## config.mk

```make
export PLATFORM = sky130hd
export DESIGN_NAME = apb_master_bridge_flat
export DESIGN_NICKNAME = d
export VERILOG_FILES = /design/src/rtl/apb_master_bridge_if.sv /design/src/rtl/apb_master_bridge.sv /design/src/flat_wrapper.sv
export SDC_FILE = /design/constraint.sdc
export NUM_CORES = 1
export LEC_CHECK = 0
export ABC_CLOCK_PERIOD_IN_PS = 2800
export BUFFER_PORTS_ARGS = -buffer_cell sky130_fd_sc_hd__buf_4
export CORE_MARGIN = 3
export CORE_UTILIZATION = 47
export CTS_CLUSTER_DIAMETER = 80
export CTS_CLUSTER_SIZE = 10
export DETAILED_ROUTE_END_ITERATION = 6
export GPL_ROUTABILITY_DRIVEN = 0
export GPL_TIMING_DRIVEN = 0
export HOLD_SLACK_MARGIN = 0.06
export PLACE_DENSITY_LB_ADDON = 0.25
export SKIP_LAST_GASP = 1
export SYNTH_ARGS = -nofsm -noshare
export SYNTH_HDL_FRONTEND = slang
export SYNTH_SLANG_ARGS = --single-unit
```

## constraint.sdc

```tcl
create_clock -name pclk -period 2.8 [get_ports pclk]
set_input_delay 0.84 -clock pclk [delete_from_list [all_inputs] [get_ports pclk]]
set_output_delay 0.84 -clock pclk [all_outputs]
set_load 0.02 [all_outputs]
```

## src/rtl/apb_master_bridge_if.sv

```systemverilog
// apb_master_bridge_if: command/response and APB signal bundle for apb_master_bridge.
// The master modport is the bridge view; the slave modport is the requester/APB-slave side.
interface apb_master_bridge_if #(
   parameter int ADDR_W = 6,
   parameter int DATA_W = 32
);
   logic              cmd_valid;
   logic              cmd_ready;
   logic              cmd_write;
   logic [ADDR_W-1:0] cmd_addr;
   logic [DATA_W-1:0] cmd_wdata;
   logic              rsp_valid;
   logic [DATA_W-1:0] rsp_rdata;
   logic              rsp_err;
   logic              psel;
   logic              penable;
   logic              pwrite;
   logic [ADDR_W-1:0] paddr;
   logic [DATA_W-1:0] pwdata;
   logic [DATA_W-1:0] prdata;
   logic              pready;
   logic              pslvrr;
   modport master (
      input  cmd_valid, cmd_write, cmd_addr, cmd_wdata, prdata, pready, pslvrr,
      output cmd_ready, rsp_valid, rsp_rdata, rsp_err, psel, penable, pwrite, paddr, pwdata
   );
   modport slave (
      output cmd_valid, cmd_write, cmd_addr, cmd_wdata, prdata, pready, pslvrr,
      input  cmd_ready, rsp_valid, rsp_rdata, rsp_err, psel, penable, pwrite, paddr, pwdata
   );
endinterface

```

## src/rtl/apb_master_bridge.sv

```systemverilog
// apb_master_bridge: valid/ready command to APB IDLE/SETUP/ACCESS master, one transfer outstanding.
// APB_MASTER_TIMEOUT_EN bounds ACCESS wait states to TIMEOUT_CYC cycles and reports an error.
module apb_master_bridge #(
   parameter int ADDR_W      = 6,
   parameter int DATA_W      = 32,
   parameter int TIMEOUT_CYC = 16
) (
   input logic pclk,
   input logic preset,
   apb_master_bridge_if.master bus
);
   typedef enum logic [1:0] {IDLE, SETUP, ACCESS} state_t;
   state_t            state_q;
   logic              psel_q;
   logic              penable_q;
   logic              pwrite_q;
   logic [ADDR_W-1:0] paddr_q;
   logic [DATA_W-1:0] pwdata_q;
   logic              rsp_valid_q;
   logic [DATA_W-1:0] rsp_rdata_q;
   logic              rsp_err_q;
`ifdef APB_MASTER_TIMEOUT_EN
   localparam int CW = $clog2(TIMEOUT_CYC + 1);
   logic [CW-1:0]     cnt_q;
`endif
   assign bus.cmd_ready = (state_q == IDLE) & !preset;
   assign bus.psel      = psel_q;
   assign bus.penable   = penable_q;
   assign bus.pwrite    = pwrite_q;
   assign bus.paddr     = paddr_q;
   assign bus.pwdata    = pwdata_q;
   assign bus.rsp_valid = rsp_valid_q;
   assign bus.rsp_rdata = rsp_rdata_q;
   assign bus.rsp_err   = rsp_err_q;
   always_ff @(posedge pclk) begin
      if (preset) begin
         state_q     <= IDLE;
         psel_q      <= 1'b0;
         penable_q   <= 1'b0;
         pwrite_q    <= 1'b0;
         paddr_q     <= '0;
         pwdata_q    <= '0;
         rsp_valid_q <= 1'b0;
         rsp_rdata_q <= '0;
         rsp_err_q   <= 1'b0;
`ifdef APB_MASTER_TIMEOUT_EN
         cnt_q       <= '0;
`endif
      end else begin
         rsp_valid_q <= 1'b0;
         case (state_q)
            IDLE: if (bus.cmd_valid) begin
               paddr_q   <= bus.cmd_addr;
               pwdata_q  <= bus.cmd_wdata;
               pwrite_q  <= bus.cmd_write;
               psel_q    <= 1'b1;
               penable_q <= 1'b0;
               state_q   <= SETUP;
            end
            SETUP: begin
               penable_q <= 1'b1;
               state_q   <= ACCESS;
`ifdef APB_MASTER_TIMEOUT_EN
               cnt_q     <= '0;
`endif
            end
            ACCESS: if (bus.pready) begin
               psel_q      <= 1'b0;
               penable_q   <= 1'b0;
               rsp_valid_q <= 1'b1;
               rsp_err_q   <= bus.pslvrr;
               rsp_rdata_q <= pwrite_q ? '0 : bus.prdata;
               state_q     <= IDLE;
            end
`ifdef APB_MASTER_TIMEOUT_EN
            // this edge would bring the wait count to TIMEOUT_CYC
            else if (cnt_q == CW'(TIMEOUT_CYC - 1)) begin
               psel_q      <= 1'b0;
               penable_q   <= 1'b0;
               rsp_valid_q <= 1'b1;
               rsp_err_q   <= 1'b1;
               rsp_rdata_q <= '0;
               state_q     <= IDLE;
            end else begin
               cnt_q <= cnt_q + 1'b1;
            end
`endif
            default: state_q <= IDLE;
         endcase
      end
   end
endmodule

```

## src/flat_wrapper.sv

```systemverilog
// flat-port wrapper written by rule: the top's interface ports become plain ports
module apb_master_bridge_flat 
#(
   parameter int ADDR_W      = 6,
   parameter int DATA_W      = 32,
   parameter int TIMEOUT_CYC = 16
)
  (pclk, preset, bus_cmd_valid, bus_cmd_write, bus_cmd_addr, bus_cmd_wdata, bus_prdata, bus_pready, bus_pslvrr, bus_cmd_ready, bus_rsp_valid, bus_rsp_rdata, bus_rsp_err, bus_psel, bus_penable, bus_pwrite, bus_paddr, bus_pwdata);
  apb_master_bridge_if #(.ADDR_W(ADDR_W), .DATA_W(DATA_W)) bus_i ();
  input logic pclk;
  input logic preset;
  input wire logic [$bits(bus_i.cmd_valid)-1:0] bus_cmd_valid;
  input wire logic [$bits(bus_i.cmd_write)-1:0] bus_cmd_write;
  input wire logic [$bits(bus_i.cmd_addr)-1:0] bus_cmd_addr;
  input wire logic [$bits(bus_i.cmd_wdata)-1:0] bus_cmd_wdata;
  input wire logic [$bits(bus_i.prdata)-1:0] bus_prdata;
  input wire logic [$bits(bus_i.pready)-1:0] bus_pready;
  input wire logic [$bits(bus_i.pslvrr)-1:0] bus_pslvrr;
  output wire logic [$bits(bus_i.cmd_ready)-1:0] bus_cmd_ready;
  output wire logic [$bits(bus_i.rsp_valid)-1:0] bus_rsp_valid;
  output wire logic [$bits(bus_i.rsp_rdata)-1:0] bus_rsp_rdata;
  output wire logic [$bits(bus_i.rsp_err)-1:0] bus_rsp_err;
  output wire logic [$bits(bus_i.psel)-1:0] bus_psel;
  output wire logic [$bits(bus_i.penable)-1:0] bus_penable;
  output wire logic [$bits(bus_i.pwrite)-1:0] bus_pwrite;
  output wire logic [$bits(bus_i.paddr)-1:0] bus_paddr;
  output wire logic [$bits(bus_i.pwdata)-1:0] bus_pwdata;
  assign bus_i.cmd_valid = bus_cmd_valid;
  assign bus_i.cmd_write = bus_cmd_write;
  assign bus_i.cmd_addr = bus_cmd_addr;
  assign bus_i.cmd_wdata = bus_cmd_wdata;
  assign bus_i.prdata = bus_prdata;
  assign bus_i.pready = bus_pready;
  assign bus_i.pslvrr = bus_pslvrr;
  assign bus_cmd_ready = bus_i.cmd_ready;
  assign bus_rsp_valid = bus_i.rsp_valid;
  assign bus_rsp_rdata = bus_i.rsp_rdata;
  assign bus_rsp_err = bus_i.rsp_err;
  assign bus_psel = bus_i.psel;
  assign bus_penable = bus_i.penable;
  assign bus_pwrite = bus_i.pwrite;
  assign bus_paddr = bus_i.paddr;
  assign bus_pwdata = bus_i.pwdata;
  apb_master_bridge #(.ADDR_W(ADDR_W), .DATA_W(DATA_W), .TIMEOUT_CYC(TIMEOUT_CYC)) u_core (.pclk(pclk), .preset(preset), .bus(bus_i));
endmodule
```

==> reports/results.ini, run 1 <==
[worst_setup_path]
rr_endpoint = u_core.bus.pwdata[5]
startpoint = u_core.state_q[0]
cp_data_arrival_time_ns = 1.49
r2r_cells = 7
critical_path_required_ns = 1.96
r2r-start = u_core.state_q[0]
path_max_fanout = 5
r2r_slack_ns = 1.17
worstSetupPathType = reg2out
cp-end-kind = output port
start_kind = register

[yosys]
syn_nets = 365
synth_cell_types = 22
synthMuxAreaShare_pct = 0.738
yosysSeqAreaShare_pct = 56.8
synth_top_family_by_area = compound AO/OA/AOI/OAI gates
synth_area_leader_cell = dfxtp_1
synth-seq-cells = 77
synthesis.area_sq_um = 2710
synth-adder-area-share_pct = 2.31
synthArstFlopShare_pct = 0
synth-simple-area-share_pct = 15.2
synth-xor-area-share_pct = 0
ys_warn_count = 0
yosys_most_used_dff = dfxtp_1
synth_compound_area_share_pct = 19.6
synthCells = 284
synthTopCellsByArea = dfxtp_1 (57%), nand2_1 (11%), a22o_1 (10%), a21oi_1 (7.9%), ha_1 (2.3%)
yosys.area.top_type_share_pct = 56.8
synth.avg_cell_area_sq_um = 9.55
synth-edff-count = 0

[clock_tree]
cts_hold_buffers = 0
cts_tree = yes
cts.sinks = 77
clockBufferDepth = 2
clk_pin_slew_ns = 0.07
cts_max_level = 3
cts-resized-gates = 0
cts_setup_buffers = 0
clock_latency_ns = 0.35
clock_tree.root_cell = clkbuf_8
cts_buffers = 9

[power]
switching_power_mw = 0.764
clkPwrFrac_pct = 33.8
p_total_mw = 2.73
pwr-share-comb_pct = 21.6
power_frac_seq_pct = 44.6
netSwitchingFraction_pct = 28.0
power.leakage_nw = 1.94
irDropWorstVdd_v = 0.000516
p_int_mw = 1.97
powerDensity_nw_per_um2 = 657

[die]
die_area_sq_um = 6720
ios = 152
start_util_pct = 49.0
die_h_microns = 82.0
core_sq_um = 5540
die_w_microns = 82.0
rows = 27

[sta]
worstMarginPinSlew_ns = 0.427
post-route-min-period_ns = 2.33
relSlewSlack_pct = 71.5
finalSetupTns_ns = 0
drv_slew = 0
whs_ns = 0.457
finalHoldViolCount = 0
rsz0062_at_grt = false
max_freq_ghz = 0.430
finalSetupViolCount = 0
post-route-period-util_pct = 83.1
fin_skew_ns = 0.00894

[hold_path]
hold_end = u_core.bus.paddr[2]
hold_path_class = reg2reg
min_from = u_core.bus.paddr[2]
min_path_cells = 2

[layout]
stdcell_area_sq_um = 4160
layout_commonest_cell = buf_4
drive_above_1_share_pct = 41.2
syn_to_final_growth_pct = 53.4
utilization_pct = 75.1
num-fill-cells = 427
layout_common_cells = buf_4 (154), nand2_1 (80), dfxtp_1 (77)
nets = 527
n_antenna_cell = 0

[route]
drc_errors = 0
wl_per_cell_microns = 14.2
drtIter0Drc = 93
drt_wl_total_microns = 7410
drtAntennaViolNets = 0
avgViaCountPerCell = 4.90
dr.pass1.iters = 5
via_count = 2561

[grt]
antenna_found_initial = 0
grt_pass1_vias = 2436
grt_first_pass_wirelength_microns = 10900
grt_usage_pct = 21.2
grt_max_degree = 14
grt.overflow.total = 0

[placement]
post-dp-hpwl_microns = 5550
io_buffer_count = 151
place_area_sq_um = 3940

[flow_run]
drv_cap = 0

[outcome]
status = finished clean

cells by family after synthesis:
group                    Yosys count
AND/OR/NAND/NOR                   97
flip-flops                        77
multiplexers                       2
buffers and inverters             22
adder cells (fa/ha/maj)            5
AO/OA/AOI/OAI                     81
cells in the mapped netlist, types with 2 or more instances:
| cell type | number |
|---|---|
| nand2_1 | 80 |
| dfxtp_1 | 77 |
| a21oi_1 | 43 |
| a22o_1 | 32 |
| buf_2 | 9 |
| nor2b_1 | 7 |
| buf_6 | 5 |
| ha_1 | 5 |
| o21ai_0 | 4 |
| buf_4 | 3 |
| inv_1 | 3 |
| nand3_1 | 3 |
| clkbuf_1 | 2 |
| mux2i_1 | 2 |
| nand2b_1 | 2 |
routing by layer:
| layer | track usage (%) | vias up | part of all wire, % |
|---|---|---|---|
| li1 | - | 1292 | - |
| met1 | 22.5 | 1157 | 39 |
| met2 | 36.7 | 98 | 48 |
| met3 | 9.21 | 14 | 11 |
| met4 | 8.97 | 0 | 1.8 |
| met5 | 0 | - | 0 |
state kept, by name, summed over array words and instances (netlist names):
signal                cells
u_core.bus.paddr          6
u_core.bus.penable        1
u_core.bus.psel           1
u_core.bus.pwdata        32
u_core.bus.pwrite         1
u_core.bus.rsp_err        1
u_core.bus.rsp_rdata     32
u_core.bus.rsp_valid      1
u_core.state_q            2
area by class of cell:
type | instances | area (sq um) | share of cell area, %
buffer | 19 | 131 | 3.16
clock buffer | 10 | 138 | 3.31
clock inverter | 6 | 86.3 | 2.08
inverter | 3 | 11.3 | 0.271
multi-input combinational | 185 | 1030 | 24.7
sequential | 77 | 1540 | 37.1
tap | 72 | 90.1 | 2.17
timing repair buffer | 151 | 1130 | 27.2
power groups by stage:
stage | registers (mW) | clock network, mW | logic, mW
floorplan | 1.34 | 0 | 0.229
global placement | 1.24 | 0 | 0.578
detailed placement | 1.25 | 0 | 0.592
CTS | 1.22 | 0.938 | 0.597
global route | 1.23 | 0.979 | 0.645
finish | 1.22 | 0.924 | 0.590
worst max-delay path by stage:
| stage | endpoint | slack [ns] | cells after the start |
|---|---|---|---|
| 6_report | bus_cmd_ready | 0.47 | 4 |
| 5_1_grt | bus_cmd_ready | 0.39 | 4 |
| 4_1_cts | bus_cmd_ready | 0.47 | 4 |
| 3_5_place_dp | bus_cmd_ready | 0.65 | 3 |
| 3_3_place_gp | bus_cmd_ready | 0.67 | 3 |
| 2_1_floorplan | bus_cmd_ready | 0.78 | 1 |
critical path, stage by stage, from the launching register on:
cell and delay, ns:
dfxtp_1 0.33, inv_1 0.15, ha_1 0.27, nor2b_1 0.22, buf_4 0.18
through the flow:
stage / std cells / worst slack, ns
after floorplan: 284 / 0.785
after global placement: 507 / 0.675
after detailed placement: 507 / 0.646
after CTS: 523 / 0.472
after global routing: 523 / 0.391
final: 523 / 0.474
No activity file was read; power rests on OpenSTA's default activity.
==> inputs of run 2 (changes only) <==
Settings changed: ABC_AREA set to 1, ABC_CLOCK_PERIOD_IN_PS 2800 to 2300, CORE_UTILIZATION 47 to 45.
Clock period 2.8 ns to 2.3 ns, I/O delays scaled along.
==> reports/results.ini, run 2 <==
[clock_tree]
clock_latency_ns = 0.34  ; about the same
clockBufferDepth = 2  ; unchanged
clk_pin_slew_ns = 0.08  ; about the same
cts_hold_buffers = 0  ; unchanged
cts_max_level = 3  ; unchanged
cts-resized-gates = 0  ; unchanged
cts_tree = yes
cts_setup_buffers = 0  ; unchanged
cts.sinks = 77  ; unchanged
cts_buffers = 9  ; unchanged
clock_tree.root_cell = clkbuf_8

[yosys]
synthArstFlopShare_pct = 0  ; unchanged
synth.avg_cell_area_sq_um = 8.24  ; -14%
ys_warn_count = 0  ; unchanged
synth_cell_types = 18  ; -18%
synth_area_leader_cell = dfxtp_1
synthTopCellsByCount = dfxtp_1 (77), nand2_1 (45), nor2_1 (42)
synth-seq-cells = 77  ; unchanged
synthTopCellsByArea = dfxtp_1 (52%), nor2_2 (8.4%), o21ai_1 (6.7%), nand3_1 (6.1%), nand2_1 (5.7%)
synth-edff-count = 0  ; unchanged
yosysSeqAreaShare_pct = 51.9  ; -5.0 points
synthCells = 361  ; +27%
synthesis.area_sq_um = 2970  ; +9.6%
yosys_most_used_dff = dfxtp_1
yosys.area.top_type_share_pct = 51.9  ; -5.0 points
yosysMostFrequentCell = dfxtp_1
syn_nets = 442  ; +21%

[power]
p_total_mw = 3.66  ; +34%
irDropWorstVdd_v = 0.000605  ; +17%
p_int_mw = 2.56  ; +30%
powerDensity_nw_per_um2 = 828  ; +26%
netSwitchingFraction_pct = 30.1  ; +2.2 points
switching_power_mw = 1.10  ; +44%
power_frac_seq_pct = 42.1  ; -2.5 points
power.leakage_nw = 2.12  ; +9.2%
clkPwrFrac_pct = 31.1  ; -2.7 points
pwr-share-comb_pct = 26.8  ; +5.2 points

[die]
core_sq_um = 6170  ; +11%
start_util_pct = 48.2  ; -0.75 points
die_h_microns = 87.3  ; +6.5%
ios = 152  ; unchanged
die_area_sq_um = 7620  ; +13%
die_w_microns = 87.3  ; +6.5%
rows = 28  ; +3.7%

[sta]
worstMarginPinSlew_ns = 0.394  ; -0.0337 ns
post-route-period-util_pct = 90.2
finalSetupViolCount = 0  ; unchanged
fin_skew_ns = 0.00477  ; -0.00417 ns
rsz0062_at_grt = false
drv_slew = 0  ; unchanged
post-route-min-period_ns = 2.07
finalHoldViolCount = 0  ; unchanged
relSlewSlack_pct = 73.8  ; +2.2 points
finalSetupTns_ns = 0  ; unchanged
max_freq_ghz = 0.482

[worst_setup_path]
max_stage_delay_ns = 0.39  ; +0.06 ns
cp_data_arrival_time_ns = 1.38  ; -0.11 ns
worst_path_max_delay_cell = dfxtp_1
cp-end-kind = output port
start_kind = register
crit_chain = inv_1 -> ha_1 -> inv_1 -> nor2_1 -> buf_4
path_max_fanout = 4  ; -1
worstSetupPathType = reg2out
critical_path_required_ns = 1.61  ; -0.35 ns
r2r_slack_ns = 0.76  ; -0.41 ns
cpMostUsedCell = inv_1

[route]
wl_per_cell_microns = 14.0  ; -1.3%
dr.pass1.iters = 4  ; -1
drtIter0Drc = 77  ; -17%
avgViaCountPerCell = 4.97  ; +1.6%
drtAntennaViolNets = 0  ; unchanged
drc_errors = 0  ; unchanged
drt_wl_total_microns = 8430  ; +14%
via_count = 2999  ; +17%

[placement]
post-dp-hpwl_microns = 6300  ; +14%
dp.cells = 587  ; +16%
place_area_sq_um = 4200  ; +6.7%
io_buffer_count = 151  ; unchanged

[layout]
fin_cells = 603  ; +15%
utilization_pct = 71.8  ; -3.3 points
syn_to_final_growth_pct = 48.9
nets = 604  ; +15%
stdcell_area_sq_um = 4430  ; +6.4%
n_antenna_cell = 0  ; unchanged
layout_common_cells = buf_4 (152), dfxtp_1 (77), nand2_1 (45)
layout_commonest_cell = buf_4
drive_above_1_share_pct = 44.5  ; +3.3 points

[grt]
grt_usage_pct = 22.0  ; +0.77 points
grt_max_degree = 13  ; -1
grt.overflow.total = 0  ; unchanged
antenna_found_initial = 0  ; unchanged
grt_pass1_vias = 2865  ; +18%
grt_first_pass_wirelength_microns = 13300  ; +22%

[hold_path]
hold_path_class = reg2reg

[flow_run]
drv_cap = 0  ; unchanged

[outcome]
status = finished clean

[run 2: per-layer routing]
layer | share of wire (%) | GRT usage, % | routed length (microns)
met4 | 2.0 | 9.21 | 167
met3 | 8.4 | 6.15 | 711
met5 | 0 | 0 | 0
met1 | 39 | 25.1 | 3270
met2 | 51 | 38.4 | 4280
[run 2: critical path: cells and delay by family (launching register included)]
family        cells  cell delay, ns
fa+ha+maj         1            0.24
simple gates      1            0.05
buf+inv           3            0.36
flops             1            0.39
[run 2: stage by stage]
stage / hold slack, ns / setup WS, ns
floorplan: 0.450 / 0.627
global placement: 0.464 / 0.550
detailed placement: 0.472 / 0.547
CTS: 0.484 / 0.220
global route: 0.502 / 0.134
finish: 0.481 / 0.226
[run 2: cells by family (layout without fill, tap and decap cells)]
kind of cell	Yosys count	after routing	share of synthesized area, %
adder cells (fa/ha/maj)	5	5	2.10
buffers and inverters	37	204	7.15
flip-flops	77	77	51.9
AO/OA/AOI/OAI	76	76	12.8
AND/OR/NAND/NOR	166	166	26.1
[run 2: worst paths after layout]
path | start | to | cells after the start
worst max-delay path | u_core.state_q[1] | bus_cmd_ready | 5
worst min-delay path | u_core.state_q[0] | u_core.state_q[0] | 2
worst max register to register | u_core.state_q[1] | u_core.bus.pwdata[1] | 6
worst min register to register | u_core.state_q[0] | u_core.state_q[0] | 2
[run 2: power groups by stage]
| stage | logic [mW] | registers [mW] | clock network, mW |
|---|---|---|---|
| 4_1_cts | 0.991 | 1.54 | 1.15 |
| 2_1_floorplan | 0.437 | 1.72 | 0 |
| 3_3_place_gp | 0.964 | 1.57 | 0 |
| 6_report | 0.983 | 1.54 | 1.14 |
| 5_1_grt | 1.08 | 1.56 | 1.21 |
| 3_5_place_dp | 0.985 | 1.57 | 0 |
[run 2: area by class of cell]
cell class	count	area, sq um
timing repair buffer	151	1130
clock inverter	4	70.1
buffer	25	168
clock buffer	12	155
multi-input combinational	247	1220
fill	509	1740
inverter	12	45.0
tap	75	93.8
sequential	77	1540
